--- config.mk ---
export PLATFORM = sky130hd
export DESIGN_NAME = softreg_cfg_seq
export DESIGN_NICKNAME = d
export VERILOG_FILES = /design/src/rtl/softreg_seq_pkg.sv /design/src/rtl/softreg_seq_timer.sv /design/src/rtl/softreg_cfg_seq.sv
export SDC_FILE = /design/constraint.sdc
export NUM_CORES = 1
export LEC_CHECK = 0
export ABC_AREA = 1
export ABC_CLOCK_PERIOD_IN_PS = 2380
export CORE_AREA = 2 2 365 367
export DETAILED_ROUTE_END_ITERATION = 8
export DIE_AREA = 0 0 367 369
export PLACE_DENSITY_LB_ADDON = 0.2
export REMOVE_ABC_BUFFERS = 1
export SLEW_MARGIN = 10
export SYNTH_ARGS = -nofsm -noshare
export SYNTH_HDL_FRONTEND = slang
export SYNTH_SLANG_ARGS = --single-unit
--- constraint.sdc ---
create_clock -name clk -period 2.38 [get_ports clk]
set_input_delay 0.357 -clock clk [delete_from_list [all_inputs] [get_ports clk]]
set_output_delay 0.357 -clock clk [all_outputs]
set_load 0.01 [all_outputs]
--- src/rtl/softreg_seq_pkg.sv ---
// rtl/softreg_seq_pkg.sv - shared types and widths for the softreg config sequencer
package softreg_seq_pkg;

    localparam int unsigned SOFTREG_ADDR_W = 32;
    localparam int unsigned SOFTREG_DATA_W = 64;

    typedef enum logic [2:0] {
        S_IDLE      = 3'd0,
        S_WRITE     = 3'd1,
        S_POLL_REQ  = 3'd2,
        S_POLL_WAIT = 3'd3,
        S_GAP       = 3'd4,
        S_DONE      = 3'd5
    } seq_state_e;

    function automatic int unsigned max_u(input int unsigned a, input int unsigned b);
        return (a > b) ? a : b;
    endfunction

endpackage

--- src/rtl/softreg_seq_timer.sv ---
// rtl/softreg_seq_timer.sv - loadable down-counter with expiry flag
//
// Ports:
//   clk_i, rst_ni   clock, asynchronous active-low reset
//   load_i          load load_val_i (takes priority over counting)
//   load_val_i      number of counting cycles until expiry
//   count_i         decrement enable for this cycle
//   expire_o        high in the last counting cycle of a loaded interval
module softreg_seq_timer #(
    parameter int unsigned W = 8
) (
    input  logic         clk_i,
    input  logic         rst_ni,
    input  logic         load_i,
    input  logic [W-1:0] load_val_i,
    input  logic         count_i,
    output logic         expire_o
);

    logic [W-1:0] cnt_q, cnt_d;

    always_comb begin
        cnt_d = cnt_q;
        if (load_i) begin
            cnt_d = load_val_i;
        end else if (count_i && (cnt_q != '0)) begin
            cnt_d = cnt_q - 1'b1;
        end
    end

    always_ff @(posedge clk_i or negedge rst_ni) begin
        if (!rst_ni) begin
            cnt_q <= '0;
        end else begin
            cnt_q <= cnt_d;
        end
    end

    // A load of N expires in the Nth counting cycle after the load edge.
    assign expire_o = count_i && (cnt_q <= W'(1));

endmodule

--- src/rtl/softreg_cfg_seq.sv ---
// rtl/softreg_cfg_seq.sv - issues a table of softreg config writes, then polls a status register
//
// Build option: define SOFTREG_SEQ_TIMEOUT_EN to enable the poll timeout.
//
// Ports:
//   clk, rst                      clock, asynchronous active-low reset
//   start                         one-cycle run request (accepted in IDLE/DONE)
//   cfg_addr_flat, cfg_data_flat  write table, entry i at [32i+:32] / [64i+:64]
//   poll_addr                     status register read for completion
//   softreg_req_*                 registered request bus (one-cycle pulses)
//   softreg_resp_valid/_data      read response
//   busy, done, result, timeout   run status
module softreg_cfg_seq
    import softreg_seq_pkg::*;
#(
    parameter int unsigned NUM_WRITES     = 7,
    parameter int unsigned POLL_GAP       = 16,
    parameter int unsigned RETRY_ON_ZERO  = 0,
    parameter int unsigned TIMEOUT_CYCLES = 1000000
) (
    input  logic                                                   clk,
    input  logic                                                   rst,
    input  logic                                                   start,
    input  logic [((NUM_WRITES > 0) ? NUM_WRITES : 1)*SOFTREG_ADDR_W-1:0] cfg_addr_flat,
    input  logic [((NUM_WRITES > 0) ? NUM_WRITES : 1)*SOFTREG_DATA_W-1:0] cfg_data_flat,
    input  logic [SOFTREG_ADDR_W-1:0]                              poll_addr,
    output logic                                                   softreg_req_valid,
    output logic                                                   softreg_req_isWrite,
    output logic [SOFTREG_ADDR_W-1:0]                              softreg_req_addr,
    output logic [SOFTREG_DATA_W-1:0]                              softreg_req_data,
    input  logic                                                   softreg_resp_valid,
    input  logic [SOFTREG_DATA_W-1:0]                              softreg_resp_data,
    output logic                                                   busy,
    output logic                                                   done,
    output logic [SOFTREG_DATA_W-1:0]                              result,
    output logic                                                   timeout
);

    localparam int unsigned NW_EFF   = (NUM_WRITES > 0) ? NUM_WRITES : 1;
    localparam int unsigned IDX_W    = $clog2(NW_EFF + 1);
    localparam logic [IDX_W-1:0] LAST_IDX = IDX_W'(NW_EFF - 1);
    localparam int unsigned CNT_W    = $clog2(max_u(POLL_GAP, TIMEOUT_CYCLES) + 1);

`ifdef SOFTREG_SEQ_TIMEOUT_EN
    localparam bit TIMEOUT_EN = 1'b1;
`else
    localparam bit TIMEOUT_EN = 1'b0;
`endif

    seq_state_e                state_q, state_d;
    logic [IDX_W-1:0]          idx_q, idx_d, wr_idx;
    logic                      req_valid_q, req_valid_d;
    logic                      req_write_q, req_write_d;
    logic [SOFTREG_ADDR_W-1:0] req_addr_q, req_addr_d;
    logic [SOFTREG_DATA_W-1:0] req_data_q, req_data_d;
    logic                      done_q, done_d;
    logic                      timeout_q, timeout_d;
    logic [SOFTREG_DATA_W-1:0] result_q, result_d;
    logic [SOFTREG_ADDR_W-1:0] wr_addr;
    logic [SOFTREG_DATA_W-1:0] wr_data;
    logic                      polling;
    logic                      gap_load, gap_expire;
    logic                      to_load, to_expire_raw, to_expire;

    // Request registers are loaded one edge ahead, so the entry presented next
    // is the one after the current index while writing, else entry 0.
    assign wr_idx  = (state_q == S_WRITE) ? (idx_q + 1'b1) : '0;
    assign wr_addr = cfg_addr_flat[wr_idx*SOFTREG_ADDR_W +: SOFTREG_ADDR_W];
    assign wr_data = cfg_data_flat[wr_idx*SOFTREG_DATA_W +: SOFTREG_DATA_W];

    assign polling = (state_q == S_POLL_REQ) || (state_q == S_POLL_WAIT) || (state_q == S_GAP);

    softreg_seq_timer #(.W(CNT_W)) u_gap_timer (
        .clk_i      (clk),
        .rst_ni     (rst),
        .load_i     (gap_load),
        .load_val_i (CNT_W'(POLL_GAP)),
        .count_i    (state_q == S_GAP),
        .expire_o   (gap_expire)
    );

    // Loaded only when the first poll of a run is issued; re-polls after a
    // gap keep counting from that point.
    softreg_seq_timer #(.W(CNT_W)) u_timeout_timer (
        .clk_i      (clk),
        .rst_ni     (rst),
        .load_i     (to_load),
        .load_val_i (CNT_W'(TIMEOUT_CYCLES)),
        .count_i    (polling),
        .expire_o   (to_expire_raw)
    );

    assign to_expire = TIMEOUT_EN && to_expire_raw;

    always_comb begin
        state_d     = state_q;
        idx_d       = idx_q;
        req_valid_d = 1'b0;
        req_write_d = 1'b0;
        req_addr_d  = '0;
        req_data_d  = '0;
        done_d      = done_q;
        result_d    = result_q;
        timeout_d   = timeout_q;
        gap_load    = 1'b0;
        to_load     = 1'b0;

        case (state_q)
            S_IDLE, S_DONE: begin
                if (start) begin
                    done_d    = 1'b0;
                    result_d  = '0;
                    timeout_d = 1'b0;
                    idx_d     = '0;
                    req_valid_d = 1'b1;
                    if (NUM_WRITES == 0) begin
                        state_d    = S_POLL_REQ;
                        req_addr_d = poll_addr;
                        to_load    = 1'b1;
                    end else begin
                        state_d     = S_WRITE;
                        req_write_d = 1'b1;
                        req_addr_d  = wr_addr;
                        req_data_d  = wr_data;
                    end
                end
            end

            S_WRITE: begin
                req_valid_d = 1'b1;
                if (idx_q == LAST_IDX) begin
                    state_d    = S_POLL_REQ;
                    req_addr_d = poll_addr;
                    to_load    = 1'b1;
                end else begin
                    idx_d       = idx_q + 1'b1;
                    req_write_d = 1'b1;
                    req_addr_d  = wr_addr;
                    req_data_d  = wr_data;
                end
            end

            S_POLL_REQ: begin
                if (to_expire) begin
                    state_d   = S_DONE;
                    done_d    = 1'b1;
                    result_d  = '0;
                    timeout_d = 1'b1;
                end else begin
                    state_d = S_POLL_WAIT;
                end
            end

            S_POLL_WAIT: begin
                // A response in the expiry cycle wins over the timeout.
                if (softreg_resp_valid) begin
                    if ((RETRY_ON_ZERO != 0) && (softreg_resp_data == '0)) begin
                        state_d  = S_GAP;
                        gap_load = 1'b1;
                    end else begin
                        state_d  = S_DONE;
                        done_d   = 1'b1;
                        result_d = softreg_resp_data;
                    end
                end else if (to_expire) begin
                    state_d   = S_DONE;
                    done_d    = 1'b1;
                    result_d  = '0;
                    timeout_d = 1'b1;
                end
            end

            S_GAP: begin
                if (to_expire) begin
                    state_d   = S_DONE;
                    done_d    = 1'b1;
                    result_d  = '0;
                    timeout_d = 1'b1;
                end else if (gap_expire) begin
                    state_d     = S_POLL_REQ;
                    req_valid_d = 1'b1;
                    req_addr_d  = poll_addr;
                end
            end

            default: begin
                state_d = S_IDLE;
            end
        endcase
    end

    always_ff @(posedge clk or negedge rst) begin
        if (!rst) begin
            state_q     <= S_IDLE;
            idx_q       <= '0;
            req_valid_q <= 1'b0;
            req_write_q <= 1'b0;
            req_addr_q  <= '0;
            req_data_q  <= '0;
            done_q      <= 1'b0;
            result_q    <= '0;
            timeout_q   <= 1'b0;
        end else begin
            state_q     <= state_d;
            idx_q       <= idx_d;
            req_valid_q <= req_valid_d;
            req_write_q <= req_write_d;
            req_addr_q  <= req_addr_d;
            req_data_q  <= req_data_d;
            done_q      <= done_d;
            result_q    <= result_d;
            timeout_q   <= timeout_d;
        end
    end

    assign softreg_req_valid   = req_valid_q;
    assign softreg_req_isWrite = req_write_q;
    assign softreg_req_addr    = req_addr_q;
    assign softreg_req_data    = req_data_q;
    assign busy    = (state_q == S_WRITE) || polling;
    assign done    = done_q;
    assign result  = result_q;
    assign timeout = timeout_q;

endmodule

# Word-level counts from Yosys, hierarchy flattened
# Index checks and enable logic that the tools add are counted.
# word_totals
regBits	189
# op_classes
n_addsub	2
n_lt_le_gt_ge	1
n_eq_ne	11
shift	2
muxes	27
n_reduce_logical	13
# op_table
cell	n
448-bit by 10-bit indexed part select with 64-bit output	1
64-bit two-way mux	4
64-bit case mux with 2 select lines	2
224-bit by 9-bit indexed part select with 32-bit output	1
32-bit two-way mux	3
32-bit case mux with 3 select lines	1
3-bit two-way mux	7
20-bit by 1-bit less-or-equal comparator with 1-bit output (second input constant)	1
20-bit nonzero test	1
20-bit by 1-bit subtractor with 20-bit output (second input constant)	1
3-bit case mux with 5 select lines	1
3-bit == test (second input constant)	3
2-bit != test (second input constant)	4
3-bit by 2-bit == test with 1-bit output (second input constant)	2
3-bit case mux with 2 select lines	1
3-bit AND reduction	2
1-bit two-way mux	5
1-bit case mux with 2 select lines	2
4-bit AND reduction	1
2-bit nonzero test	2
3-bit by 1-bit adder with 3-bit output (second input constant)	1
3-bit by 1-bit == test with 1-bit output (second input constant)	1
3-bit zero test	1
1-bit logical OR	3
4 further kinds	5

# Logic depth before layout (Yosys ltp)
# logic_depth
depth_word	5
ltp_mapped	13
ltp_nobuf	11

# Cells and area by module
# From an unflattened synthesis, not the netlist that was laid out.
# unflattened
hier_cells	2513
area_unflattened_um2	15082.0
# modules_own_cells
mod	n_inst	cells_per_inst	area_per_inst_um2	seq_area_each_um2
softreg_cfg_seq	1	2282	13541.7	4229.1
softreg_seq_timer	1	231	1540.2	500.5

# Least setup slack after synthesis
# OpenSTA, ideal clock, no wires.
# synth_timing
kind	reg2reg
from	reg idx_q[0]
to	reg req_data_q[30] (netlist: softreg_req_data[30])
setup_time_ps	117
arrival_ps	1991
required_ps	2263
slack_ps	272
path_stages_with_launch	13
n_path_buf	4
period_less_slack_ps	2108
path_cell_list	dfrtp_1 -> clkbuf_1 -> inv_2 -> clkbuf_1 -> ha_1 -> nor2_4 -> buf_2 -> buf_2 -> nand2_1 -> inv_1 -> nand2_1 -> nand2_1 -> nor2_1
# synth_between
elab_chain_len	5
word_cells_on_any_way	7
classes_between	add/sub (1); eq/ne (1); shift (1); mux (4)
# synth_lines
item	line	text
start: declaration	softreg_cfg_seq.sv:51	logic [IDX_W-1:0] idx_q, idx_d, wr_idx;
start signal: assignment	softreg_cfg_seq.sv:205	idx_q <= idx_d;
3-bit by 1-bit adder with 3-bit output	softreg_cfg_seq.sv:67	assign wr_idx = (state_q == S_WRITE) ? (idx_q + 1'b1) : '0;
3-bit two-way mux	softreg_cfg_seq.sv:67	
448-bit by 10-bit indexed part select with 64-bit output	softreg_cfg_seq.sv:69	assign wr_data = cfg_data_flat[wr_idx*SOFTREG_DATA_W +: SOFTREG_DATA_W];
64-bit two-way mux, on equally long branches	softreg_cfg_seq.sv:131, softreg_cfg_seq.sv:110	
64-bit case mux with 2 select lines *	softreg_cfg_seq.sv:108	case (state_q)
named net req_data_d[30]	softreg_cfg_seq.sv:55	logic [SOFTREG_DATA_W-1:0] req_data_q, req_data_d;
end signal: assignment	softreg_cfg_seq.sv:209	req_data_q <= req_data_d;
end: declaration	softreg_cfg_seq.sv:55	
# The timed path passes the listed nets; every way through them passes the cells marked *.
# A chain may end at the register's enable or synchronous reset.

# Worst setup path after layout
# layout_timing
from	reg idx_q[0]
to	reg req_data_q[3] (netlist: softreg_req_data[3])
# Same word-level chain as after synthesis.

==> summary.txt <==
Global route
  – Initial antenna violation count: 31
  – Largest net degree at the start of global routing: 122
  – Vias in the first global route: 20,900
  – First-pass GRT wire length: 149,000 um
  – Gr usage total: 0.151
  – Total grt overflow: 0

Yosys
  – Avg Cell Area, Syn: 5.62 um2
  – Complex-gate fraction of the synthesized area: 0.0510
  – Top cell type's share of synthesized area: 0.303
  – Seq cells post-synth: 189
  – XOR/XNOR Fraction of Synth Area: 0.00842
  – Largest family of logic cells by synthesized area: simple AND/OR/NAND/NOR gates
  – Sequential area share after synthesis: 0.303
  – Mapped Cells: 2,775
  – Post-synthesis simple-gate area fraction: 0.488
  – Synth cell types: 26
  – Synth warn: 0
  – Synth area leader: dfrtp_1
  – Largest cells by area after synthesis: dfrtp_1 30%, nand2_1 26%, nand3_1 11%
  – Cell Area, Synth: 15,600 um2
  – Adder-cell share of the synthesized area: 0.00401
  – Mux contribution to synthesized area: 0

Worst hold path
  – Hold crit path type: input port to flip-flop
  – Hold Path Cell Cnt: 3

Die
  – Placement row count: 133
  – Chip width: 367 um
  – IO Pins: 937
  – Die area: 135,000 um2
  – Initial Util: 0.119
  – Core region area: 131,000 um2
  – Die height: 369 um

Setup path
  – FF-to-FF End: softreg_req_data[3]
  – Crit. End Element: flip-flop
  – Critical Path RT: 2810 ps
  – Critical path class: flip-flop to flip-flop
  – FF-to-FF path depth: 12
  – Worst Setup Start Kind: flip-flop
  – Reg2Reg Setup Slack: 130 ps
  – Crit-path slowest cell: dfrtp_4
  – Max incr delay on CP: 520 ps
  – Worst r2r src: idx_q[0]
  – Crit Path Max Fanout: 18
  – CP startpoint: idx_q[0]
  – Worst path most repeated cell: nand2_1
  – CP cell instances: ha_1, nand2_1, nand2_1, nor2_8, buf_12, buf_4, nand3_1, nand2_1, inv_1, nand2_1, nand2_1, nor2_1
  – CP arrival: 2680 ps
  – Critical Path End: softreg_req_data[3]

Timing
  – Skew final: 20.3 ps
  – Worst-Margin Slew: 768 ps
  – RSZ-0062 raised after global routing: false
  – Fmax achieved: 0.445 GHz
  – Final Critical Period: 2250 ps
  – Post-Route Setup TNS: 0 ps
  – Fin. max-slew vios: 0
  – Final setup vio count: 0
  – Final-report hold violation count: 0
  – Rel. slew slack: 0.488
  – Period Utilization, post-route: 0.944

Final layout
  – Final nets: 4,410
  – Register area: 4730 um2
  – Post-route design area: 28,300 um2
  – # fillers: 15,200
  – Post-Layout Cell Count: 5,420
  – Area delta synth->final: 81.2%
  – Share of layout cells above drive strength 1: 0.0417
  – Multi-input gate area: 8630 um2

Route
  – Post-route antenna net violation count: 0
  – Drt total wl: 105,000 um
  – Residual DRC count: 0
  – Initial drt markers: 1,045
  – WL/cell: 19.4 um
  – Pre-Repair DR Iteration Count: 5
  – Vias: 20,300
  – Vias/cell: 3.75

Flow run
  – Max_cap viols: 0

Clock tree
  – H-Tree Depth: 4
  – Clock slew at reported path FFs: 90 ps
  – Clock sinks: 189
  – Root Buffer: clkbuf_16
  – Clock Path Buffers: 2
  – CTS tree: done
  – CTS Buf Count: 17
  – Skew-Pair Late Insertion Delay: 550 ps

Pwr
  – Final Total Pwr: 31.5 mW
  – Peak VDD IR: 0.818 mV
  – Leak pwr: 13.9 nW
  – PD cells: 1120 nW/um2

Place
  – Buffers added on ports: 935
  – DP Area: 27,500 um2
  – HPWL Detailed: 82,400 um
  – GP Congestion: 0.802
  – Dpl cells: 5,367

Outcome
  – Status: finished clean
what timing repair did:
action,4_1_cts,5_1_grt
gates resized for setup,2,4
setup buffers,0,1
endpoints found under the hold margin,41,0
hold buffers,1,0
endpoints found under the setup margin,1,5
pin swaps,0,1
state kept, by name, indices dropped and copies added (netlist names):
signal / cells
softreg_req_valid: 1
softreg_req_data: 64
done: 1
softreg_req_addr: 32
u_gap_timer.cnt_q: 20
result: 64
idx_q: 3
softreg_req_isWrite: 1
state_q: 3
Yosys cell counts:
cell type / count
a21oi_1: 2
a21oi_2: 1
buf_1: 14
buf_2: 102
buf_4: 13
buf_6: 1
clkbuf_1: 65
conb_1: 1
dfrtp_1: 189
ha_1: 5
inv_1: 354
inv_2: 6
nand2_1: 1086
nand2_4: 1
nand3_1: 333
nand3_4: 1
nand3b_1: 2
nand4_1: 68
nor2_1: 357
nor2_4: 2
nor2_8: 1
nor3_2: 1
o21ai_0: 96
o21ai_1: 59
xnor2_1: 2
xor2_1: 13
critical path, delay by kind of cell (launching register included):
| family | cells | cell delay (ps) |
|---|---|---|
| adder cells (fa/ha/maj) | 1 | 230 |
| AND/OR/NAND/NOR | 8 | 930 |
| buffers and inverters | 3 | 440 |
| flip-flops | 1 | 520 |
worst min-delay path by stage:
stage	to	start	slack, ps
2_1_floorplan	done	rst	60
3_3_place_gp	result[1]	rst	330
3_5_place_dp	result[1]	rst	310
4_1_cts	result[4]	softreg_resp_valid	210
5_1_grt	result[11]	softreg_resp_valid	240
6_report	result[4]	softreg_resp_valid	250
layout by cell type (no fill, tap or decap), types with 4 or more instances in the layout:
master           instances
nand4_1                 68
nor2_1                 356
dfrtp_1                188
clkinv_8                 5
buf_4                   57
inv_12                   5
diode_2                 19
nand3_1                333
clkdlybuf4s50_1        931
o21ai_0                 95
o21ai_1                 59
ha_1                     5
xor2_1                  13
nand2_1               1083
clkbuf_16               17
inv_6                    4
inv_1                  354
buf_12                  40
where the power goes:
| group | internal (mW) | switching, mW |
|---|---|---|
| combinational | 8.84 | 14.0 |
| sequential | 4.56 | 0.652 |
| clock | 1.50 | 1.96 |
| total | 14.9 | 16.6 |
logic make-up after synthesis:
kind of cell    Yosys count
fa+ha+maj                 5
compound gates          158
other cells               1
simple gates           1852
xor+xnor                 15
flops                   189
buf+inv                 555
through the flow:
stage	hold slack, ps	setup slack (ps)	util
2_1_floorplan	61.4	-5680	-
3_3_place_gp	335	21.8	0.210
3_5_place_dp	312	48.3	0.210
4_1_cts	214	18.2	0.215
5_1_grt	240	7.49	0.215
6_report	246	133	0.215
area by class of cell:
type,count,area share
Clock inverter,15,0.00810
Clock buffer,17,0.0151
Inverter,360,0.0482
Sequential cell,189,0.168
Multi-Input combinational cell,2031,0.306
Antenna cell,19,0.00168
Timing Repair Buffer,1034,0.376
Tap cell,1755,0.0777
metal layers:
metal / GRT usage / vias up / wire (um)
li1: - / 10200 / -
met1: 0.181 / 9389 / 44400
met2: 0.258 / 646 / 51100
met3: 0.0470 / 89 / 7350
met4: 0.0415 / 22 / 1760
met5: 0.00641 / - / 261
Note: power is estimated with default switching activity, not from simulation.
